## config.mk

```make
export PLATFORM = sky130hd
export DESIGN_NAME = pipe_adder
export DESIGN_NICKNAME = d
export VERILOG_FILES = /design/src/rtl/pipe_adder_pkg.sv /design/src/rtl/pipe_adder_slice.sv /design/src/rtl/pipe_adder.sv
export SDC_FILE = /design/constraint.sdc
export NUM_CORES = 1
export LEC_CHECK = 0
export BUFFER_PORTS_ARGS = -buffer_cell sky130_fd_sc_hd__buf_2
export CAP_MARGIN = 30
export CELL_PAD_IN_SITES_DETAIL_PLACEMENT = 1
export CELL_PAD_IN_SITES_GLOBAL_PLACEMENT = 2
export CORE_AREA = 10 10 121 123
export DETAILED_ROUTE_END_ITERATION = 8
export DIE_AREA = 0 0 131 133
export PLACE_DENSITY = 0.79
export SLEW_MARGIN = 20
export SYNTH_ARGS = -nofsm -noshare
export SYNTH_HDL_FRONTEND = slang
export SYNTH_HIERARCHICAL = 1
export SYNTH_SLANG_ARGS = --single-unit
```

## constraint.sdc

```tcl
create_clock -name sys_clk -period 2.3 [get_ports sys_clk]
set_input_delay 0.46 -clock sys_clk [delete_from_list [all_inputs] [get_ports sys_clk]]
set_output_delay 0.46 -clock sys_clk [all_outputs]
set_load 0.1 [all_outputs]
```

## src/rtl/pipe_adder_pkg.sv

```systemverilog
// Shared constants and helpers for the pipelined adder/subtractor.
package pipe_adder_pkg;

  localparam int DEF_WIDTH   = 16;
  localparam int DEF_STAGE_W = 4;

  // Operation select carried on the sub input
  typedef enum logic {
    ADD = 1'b0,
    SUB = 1'b1
  } mode_e;

  // Legal geometry: at least one bit per stage and whole slices only
  function automatic bit paramsOk(input int width, input int stageW);
    return (stageW >= 1) && (width >= stageW) && ((width % stageW) == 0);
  endfunction

  // Number of pipeline stages, which is also the latency in cycles
  function automatic int stageCount(input int width, input int stageW);
    return width / stageW;
  endfunction

endpackage

```

## src/rtl/pipe_adder_slice.sv

```systemverilog
// Combinational STAGE_W-bit ripple of full-adder cells, one per bit.
module adder_slice #(
  parameter int STAGE_W = 4
) (
  input  logic [STAGE_W-1:0] a,
  input  logic [STAGE_W-1:0] b,
  input  logic               ci,
  output logic [STAGE_W-1:0] s,
  output logic               co,
  output logic               c_msb_in
);

  logic [STAGE_W:0] carry;

  // Ripple the carry upward through one full-adder cell per bit
  always_comb begin
    carry    = '0;
    s        = '0;
    carry[0] = ci;
    for (int i = 0; i < STAGE_W; i++) begin
      s[i]         = a[i] ^ b[i] ^ carry[i];
      carry[i + 1] = (a[i] & b[i]) | (carry[i] & (a[i] ^ b[i]));
    end
  end

  assign co       = carry[STAGE_W];
  assign c_msb_in = carry[STAGE_W-1];

endmodule

```

## src/rtl/pipe_adder.sv

```systemverilog
// Pipelined adder/subtractor: one STAGE_W-bit slice per stage, carries
// rippled between stages through registers, valid/ready with backpressure.
module pipe_adder
  import pipe_adder_pkg::*;
#(
  parameter int WIDTH   = DEF_WIDTH,
  parameter int STAGE_W = DEF_STAGE_W
) (
  input  logic             sys_clk,
  input  logic             sys_rst_n,
  input  logic             in_valid,
  output logic             in_ready,
  input  logic [WIDTH-1:0] in1,
  input  logic [WIDTH-1:0] in2,
  input  logic             cin,
  input  logic             sub,
  output logic             out_valid,
  input  logic             out_ready,
  output logic [WIDTH-1:0] sum,
  output logic             cout,
  output logic             ovf
);

  localparam int NSTAGE = stageCount(WIDTH, STAGE_W);

  if (!paramsOk(WIDTH, STAGE_W)) begin : gBadParams
    $error("pipe_adder: WIDTH must be a positive multiple of STAGE_W");
  end

  logic             isSub;
  logic             c0;
  logic             stall;
  logic             advance;
  logic             acceptIn;
  logic             lastValid;
  logic [WIDTH-1:0] opB;

  // Subtraction is A + ~B + ~cin, so only B and the carry-in are conditioned
  assign isSub    = (mode_e'(sub) == SUB);
  assign opB      = isSub ? ~in2 : in2;
  assign c0       = isSub ? ~cin : cin;

  // A held result freezes every stage at once so nothing is lost or duplicated
  assign stall    = lastValid & ~out_ready;
  assign advance  = ~stall;
  assign in_ready = ~stall;
  assign acceptIn = in_valid & in_ready;

  for (genvar k = 0; k < NSTAGE; k++) begin : gStage
    localparam int LO = k * STAGE_W;
    localparam int HI = LO + STAGE_W - 1;

    logic               valid_q;
    logic               carry_q;
    logic [HI:0]        res_q;
    logic [HI:0]        res_d;
    logic               inValid;
    logic               ci;
    logic               co;
    logic [STAGE_W-1:0] aSlice;
    logic [STAGE_W-1:0] bSlice;
    logic [STAGE_W-1:0] sSlice;

    if (k == 0) begin : gFirst
      assign inValid = acceptIn;
      assign aSlice  = in1[HI:LO];
      assign bSlice  = opB[HI:LO];
      assign ci      = c0;
      assign res_d   = sSlice;
    end else begin : gNext
      assign inValid = gStage[k-1].valid_q;
      assign aSlice  = gStage[k-1].gSkew.opA_q[HI:LO];
      assign bSlice  = gStage[k-1].gSkew.opB_q[HI:LO];
      assign ci      = gStage[k-1].carry_q;
      assign res_d   = {sSlice, gStage[k-1].res_q};
    end

    if (k < NSTAGE - 1) begin : gSkew
      logic [WIDTH-1:HI+1] opA_q;
      logic [WIDTH-1:HI+1] opB_q;
      logic [WIDTH-1:HI+1] opA_d;
      logic [WIDTH-1:HI+1] opB_d;

      if (k == 0) begin : gSrc
        assign opA_d = in1[WIDTH-1:HI+1];
        assign opB_d = opB[WIDTH-1:HI+1];
      end else begin : gSrc
        assign opA_d = gStage[k-1].gSkew.opA_q[WIDTH-1:HI+1];
        assign opB_d = gStage[k-1].gSkew.opB_q[WIDTH-1:HI+1];
      end

      // Carry the not-yet-added upper operand slices one stage further
      always_ff @(posedge sys_clk or negedge sys_rst_n) begin
        if (!sys_rst_n) begin
          opA_q <= '0;
          opB_q <= '0;
        end else if (advance && inValid) begin
          opA_q <= opA_d;
          opB_q <= opB_d;
        end
      end
    end

    if (k == NSTAGE - 1) begin : gLast
      logic cMsbIn;
      logic ovf_q;

      adder_slice #(.STAGE_W(STAGE_W)) uSlice (
        .a        (aSlice),
        .b        (bSlice),
        .ci       (ci),
        .s        (sSlice),
        .co       (co),
        .c_msb_in (cMsbIn)
      );

      // Signed overflow compares the carries into and out of the result MSB
      always_ff @(posedge sys_clk or negedge sys_rst_n) begin
        if (!sys_rst_n) begin
          ovf_q <= 1'b0;
        end else if (advance && inValid) begin
          ovf_q <= cMsbIn ^ co;
        end
      end
    end else begin : gMid
      logic cMsbUnused;

      adder_slice #(.STAGE_W(STAGE_W)) uSlice (
        .a        (aSlice),
        .b        (bSlice),
        .ci       (ci),
        .s        (sSlice),
        .co       (co),
        .c_msb_in (cMsbUnused)
      );
    end

    // Each stage valid follows its predecessor so bubbles travel intact
    always_ff @(posedge sys_clk or negedge sys_rst_n) begin
      if (!sys_rst_n) begin
        valid_q <= 1'b0;
      end else if (advance) begin
        valid_q <= inValid;
      end
    end

    // Slice result and carry load only for a real operation, keeping outputs steady
    always_ff @(posedge sys_clk or negedge sys_rst_n) begin
      if (!sys_rst_n) begin
        res_q   <= '0;
        carry_q <= 1'b0;
      end else if (advance && inValid) begin
        res_q   <= res_d;
        carry_q <= co;
      end
    end
  end

  assign lastValid = gStage[NSTAGE-1].valid_q;
  assign out_valid = lastValid;
  assign sum       = gStage[NSTAGE-1].res_q;
  assign cout      = gStage[NSTAGE-1].carry_q;
  assign ovf       = gStage[NSTAGE-1].gLast.ovf_q;

endmodule

```

==> impl_results.md, run 1 <==
* Num CTS Buffers at 9
* Initial antenna violation count at 1
* CP Max Fanout at 2
* Setup Skew at 6.69 ps
* Die H at 133 µm
* Routed vias/inst at 4.34
* WL met2 at 3960 µm
* GRT overflow at 0
* WP data arrival at 2440 ps
* PD cells at roughly 1600 mW/mm²
* Multi-input gate area at 0.00178 mm²
* Global-route usage over all layers at 9.84%
* Via count at 2302
* Core Rows at 41
* Final Cell Area at around 0.0052 mm²
* Met3 Wirelength at 427 µm
* Clock Sinks at 97
* Starting Density at 35.8%
* CP required at approximately 2500 ps
* DRT iter0 DRCs at 103
* Final ANT Viol Nets at 0
* Post-DR wirelength/cell at 15.2 µm
* Register area at about 0.0024 mm²
* Clk slew on worst S/H paths at 60 ps
* Hold Fails Final Rpt at 0
* Largest net degree at the start of global routing at 59
* Yosys reg bits at 97
* Area Overhead vs Synth at 17.2%
* M1 WL at 3530 µm
* NumNets Final at 408
* Post-synthesis cell count at slightly below 300
* I/O Buffers at 57
* Slew headroom at 66.1%
* Fmax at 0.449 GHz
* Core ar. at 0.0124 mm²
* RSZ-0062 raised after global routing: yes
* CTS tree: built
* Post-DP HPWL at 5810 µm
* Worst slew pin tran at approximately 510 ps
* Non-filler cells, final at 530
* Clk buf depth at 2
* Synth warn at 6
* Status: complete, no violations
* Sequential area share after synthesis at 54.9%
* Htree depth at 3
* Endpoint class of the critical path: flip-flop
* Final period util at between 90% and 100%
* VDD IR-drop max at 0.472 mV
* Layout cell share with drive strength beyond 1 at just under 50%
* DRC viols at 0
* Commonest non-fill, non-tap cell in the layout: dfrtp_1
* Slew Limit Fails at 0
* Synthesized area at 0.00442 mm²
* Leakage at 2.43 nW
* Die Footprint at 0.0174 mm²
* Crit path launch type: flip-flop
* Most frequent cells in the layout: dfrtp_1 (97), buf_2 (56), mux2_2 (44)
* WL final at 8060 µm
* Fill count at around 1300
* First-pass GRT wire length at 13400 µm
* Max_cap viols at 0
* # IOs at 58
* Synth area leaders: dfrtp_1 (55%), mux2_4 (13%), mux2_2 (11%)
* Root Driver: clkbuf_16
* Crit path kind: reg -> reg
* Synth unique cells at 20
* Cell taking the most area after synthesis: dfrtp_1
* Die W at 131 µm
* Placed inst area at around 0.0049 mm²
* Syn Nets at 346
* Placed insts at 512
* Diode count at 0
* Mean area per synthesized cell at 15.1 µm²
* Type of the most critical hold path: in -> reg
* Min cycle time layout at 2230 ps
* GPL Wtd Cong at 0.714
* Setup violations, final at 0
* Worst-Skew Late Latency at between 300 and 400 ps
* Top Metal Used: met5
* Share of the synthesized area in the top cell type at 54.9%
* Number of global-route vias before repair at 2596
* Initial DRT Pass Iterations at 6
[cells in the mapped netlist, drive strengths merged]
cell,instances
nand2,4
and2,1
inv,34
mux2,82
nand2b,1
o21ai,2
xor2,6
a21oi,24
xnor2,12
buf,12
dfrtp,97
fa,16
clkbuf,1
[worst max-delay path, cell delays in order (launching register included)]
cell,delay [ps]
dfrtp_1,400
fa_1,420
inv_1,80
fa_2,200
fa_2,200
inv_2,50
fa_2,350
xor2_1,170
mux2_2,250
[cell families after synthesis]
group                      share of synthesized area [%]
xor gates and xnor gates                            3.57
adders and majority gates                           7.25
AOI/OAI and AO/OA                                   2.94
and+or+nand+nor                                     1.44
DFF                                                 54.9
muxes                                               24.1
buffers and inverters                               5.77
[worst paths after layout]
path                                           startpoint                   endpoint  slack (ps)  cells after the start
worst max-delay path            gStage[2].gSkew.opA_q[12]                        ovf          70                      8
worst max register to register  gStage[2].gSkew.opA_q[12]                        ovf          70                      8
worst min-delay path                              in1[11]  gStage[0].gSkew.opA_q[11]         360                      2
worst min register to register  gStage[1].gSkew.opB_q[15]  gStage[2].gSkew.opB_q[15]         500                      1
min in group asynchronous                       sys_rst_n   gStage[0].gSkew.opA_q[9]         460                      2
max in group asynchronous                       sys_rst_n                        ovf        1200                      3
[per-stage QoR]
step / utilization (%) / hold slack, ps / total power [mW] / setup TNS, ps / setup slack, ps
after CTS: 41.7 / 345 / 8.47 / -5.41 / -5.41
after floorplan: - / 164 / 6.31 / -472 / -301
after global placement: 39.3 / 256 / 6.87 / -257 / -229
final: 41.9 / 359 / 8.37 / 0 / 73.5
after detailed placement: 39.3 / 258 / 7.01 / -380 / -269
after global routing: 41.9 / 348 / 8.94 / -33.9 / -33.9
[final cells by class]
cell class | count | share of cell area (%)
Clock buffer | 12 | 4.56
Inverter | 34 | 2.46
Clock inverter | 3 | 0.821
Tap cell | 172 | 4.15
Sequential cell | 97 | 46.8
Multi-Input combinational cell | 148 | 34.3
Timing Repair Buffer | 64 | 6.86
[registers in the layout (all words and copies together), names as in the netlist]
name,count
cout,1
gStage.carry_q,3
gStage.gSkew.opA_q,24
gStage.gSkew.opB_q,24
gStage.res_q,24
gStage.valid_q,3
out_valid,1
ovf,1
sum,16
[metal layers]
| layer | GRT usage (%) | vias up |
|---|---|---|
| met5 | 0 | - |
| met4 | 4.08 | 2 |
| met3 | 3.40 | 10 |
| met2 | 15.3 | 35 |
| met1 | 12.1 | 1178 |
| li1 | - | 1077 |
[what timing repair did]
action / in CTS / in global routing
setup buffers: 1 / 1
hold buffers: 1 / 0
setup endpoints to repair: 2 / 4
gates resized for setup: 0 / 8
hold endpoints to repair: 1 / 0
[power breakdown]
part / switching (mW) / internal (mW) / leakage, nW
clock: 0.596 / 0.836 / 0.133
combinational: 2.34 / 1.62 / 1.18
sequential: 0.466 / 2.51 / 1.12
total: 3.41 / 4.96 / 2.43
Note: power is estimated with default switching activity, not from simulation.
==> run 2, diff against run 1 <==
--- a/config.mk
+++ b/config.mk
@@ -13,6 +13,7 @@
 export DETAILED_ROUTE_END_ITERATION = 8
 export DIE_AREA = 0 0 131 133
 export PLACE_DENSITY = 0.79
+export SETUP_SLACK_MARGIN = 0.15
 export SLEW_MARGIN = 20
 export SYNTH_ARGS = -nofsm -noshare
 export SYNTH_HDL_FRONTEND = slang
==> run 2 against run 1 <==
Compared with the run above: fmax increased by 1.1%; hold slack got worse by 200 ps; largest power group unchanged; cell count grew 0.75%; critical endpoint is now sum[15]; largest cell class unchanged; critical path type unchanged; count of clock-buffer cells in the layout down 2; via count down 0.74%; global-route usage rose by 0.65 points.
==> impl_results.md, run 2 (synthesized netlist as in run 1, its figures left out) <==
* Die W at 131 µm (unchanged)
* Most frequent cells in the layout: dfrtp_1 (97), buf_2 (55), mux2_2 (44)
* VDD IR-drop max at 0.441 mV (-6.7%)
* Max_cap viols at 0 (unchanged)
* Leakage at 2.45 nW (+0.76%)
* I/O Buffers at 57 (unchanged)
* Final period util at 95.8% (-1.0 points)
* Endpoint class of the critical path: flip-flop
* CTS tree: built
* R2R setup slack at 100 ps (+20 ps)
* Final ANT Viol Nets at 0 (unchanged)
* Initial antenna violation count at 0 (-1)
* Core ar. at 0.0124 mm² (unchanged)
* Hold Fails Final Rpt at 0 (unchanged)
* Area Overhead vs Synth at 18.1%
* Worst-Skew Late Latency at 340 ps (about the same)
* CP Max Fanout at 2 (unchanged)
* Commonest non-fill, non-tap cell in the layout: dfrtp_1
* Routed vias/inst at 4.28 (-1.5%)
* RSZ-0062 raised after global routing: yes
* Critical path's top delay family: adder cells
* CP max-delay cell: fa_2
* CP max stage delay at 430 ps (about the same)
* Placed insts at 513 (+0.20%)
* Slew Limit Fails at 0 (unchanged)
* Root Driver: clkbuf_16
* Via count at 2285 (-0.74%)
* Type of the most critical hold path: in -> async
* Non-filler cells, final at 534 (+0.75%)
* Crit path launch type: flip-flop
* Initial DRT Pass Iterations at 4 (-2)
* Status: complete, no violations
* Crit path kind: reg -> reg
* Setup violations, final at 0 (unchanged)
* Post-DP HPWL at 6060 µm (+4.3%)
* Clk buf depth at 2 (unchanged)
* Final Core Density at 42.2% (+0.29 points)
* # IOs at 58 (unchanged)
* Top Registers: gStage.gSkew.opA_q x24, gStage.gSkew.opB_q x24, gStage.res_q x24
* PD cells at 1620 mW/mm² (+0.52%)
* WL final at 8580 µm (+6.4%)
* GRT overflow at 0 (unchanged)
* DRC viols at 0 (unchanged)
* CP cell instances: fa_2, inv_2, fa_2, fa_2, inv_2, fa_2, mux2_2
* Htree depth at 3 (unchanged)
* WP data arrival at 2430 ps (about the same)
* Diode count at 0 (unchanged)
* Post-DR wirelength/cell at 16.1 µm (+5.6%)
* Worst slew pin tran at 691 ps (+178 ps)
* Starting Density at 35.8% (unchanged)
* WP buf/inv at 2 (unchanged)
* RR Endpoint: sum[15]
* Core Rows at 41 (unchanged)
* CP required at 2530 ps (about the same)
* Layout cell share with drive strength beyond 1 at 52.8% (+3.6 points)
* Die Footprint at 0.0174 mm² (unchanged)
* Slew headroom at 54.0% (-12 points)
* Fmax at 0.454 GHz (+1.1%)
* Clock Sinks at 97 (unchanged)
* Number of global-route vias before repair at 2765 (+6.5%)
* GPL Wtd Cong at 0.743 (+4.1%)
* Largest net degree at the start of global routing at 54 (-8.5%)
* Worst path most repeated cell: fa_2
* Clk slew on worst S/H paths at 60 ps (about the same)
* Worst R2R Start: gStage[2].carry_q
* Die H at 133 µm (unchanged)
* Min cycle time layout at 2200 ps (-23.5 ps)
* NumNets Final at 412 (+0.98%)
* DRT iter0 DRCs at 109 (+5.8%)
* FF-to-FF path depth at 7 (-1)
* Setup Skew at 5.85 ps (-0.838 ps)
* Num CTS Buffers at 9 (unchanged)
* Global-route usage over all layers at 10.5% (+0.65 points)
* First-pass GRT wire length at 14300 µm (+6.7%)
run 2: stage by stage:
step / setup TNS [ps] / total power, mW / area (µm²) / setup WS, ps / hold slack, ps
6_report: 0 / 8.47 / 5220 / 97.0 / 158
3_3_place_gp: -342 / 6.89 / 4870 / -261 / 471
5_1_grt: 0 / 9.06 / 5220 / 24.8 / 212
4_1_cts: 0 / 8.63 / 5210 / 91.4 / 190
2_1_floorplan: -472 / 6.31 / 4470 / -301 / 164
3_5_place_dp: -483 / 7.06 / 4870 / -310 / 489
run 2: worst max path at each step:
stage / startpoint / to / slack [ps] / cells past startpoint
6_report: gStage[2].carry_q / sum[15] / 100 / 7
5_1_grt: gStage[2].carry_q / sum[15] / 20 / 7
4_1_cts: gStage[2].carry_q / sum[15] / 90 / 7
3_5_place_dp: sub / gStage[0].res_q[3] / -310 / 9
3_3_place_gp: sub / gStage[0].res_q[3] / -260 / 9
2_1_floorplan: sub / gStage[0].res_q[3] / -300 / 10
run 2: cell type report:
class | count | area [µm²]
timing repair buffer | 68 | 385
tap | 172 | 215
fill | 1272 | 7140
multi-input combinational | 148 | 1790
inverter | 34 | 128
sequential | 97 | 2430
clock buffer | 10 | 239
clock inverter | 5 | 31.3
run 2: where the power goes:
| part | switching [mW] | total, mW | internal [mW] |
|---|---|---|---|
| combinational | 2.41 | 4.10 | 1.70 |
| sequential | 0.490 | 3.00 | 2.51 |
| clock | 0.617 | 1.37 | 0.754 |
run 2: per-layer routing:
layer / vias to the layer above / share of wire, % / wire length [µm] / global-route usage [%]
li1: 1089 / - / - / -
met5: - / 0 / 0 / 0
met4: 0 / 1.7 / 145 / 4.26
met2: 39 / 50 / 4270 / 17.6
met3: 15 / 4.9 / 421 / 3.48
met1: 1142 / 44 / 3750 / 11.9
run 2: what timing repair did:
action | in CTS | in global routing
pin swaps | 8 | 2
setup endpoints to repair | 6 | 6
gates resized for setup | 14 | 1
hold buffers | 0 | 0
setup buffers | 6 | 0
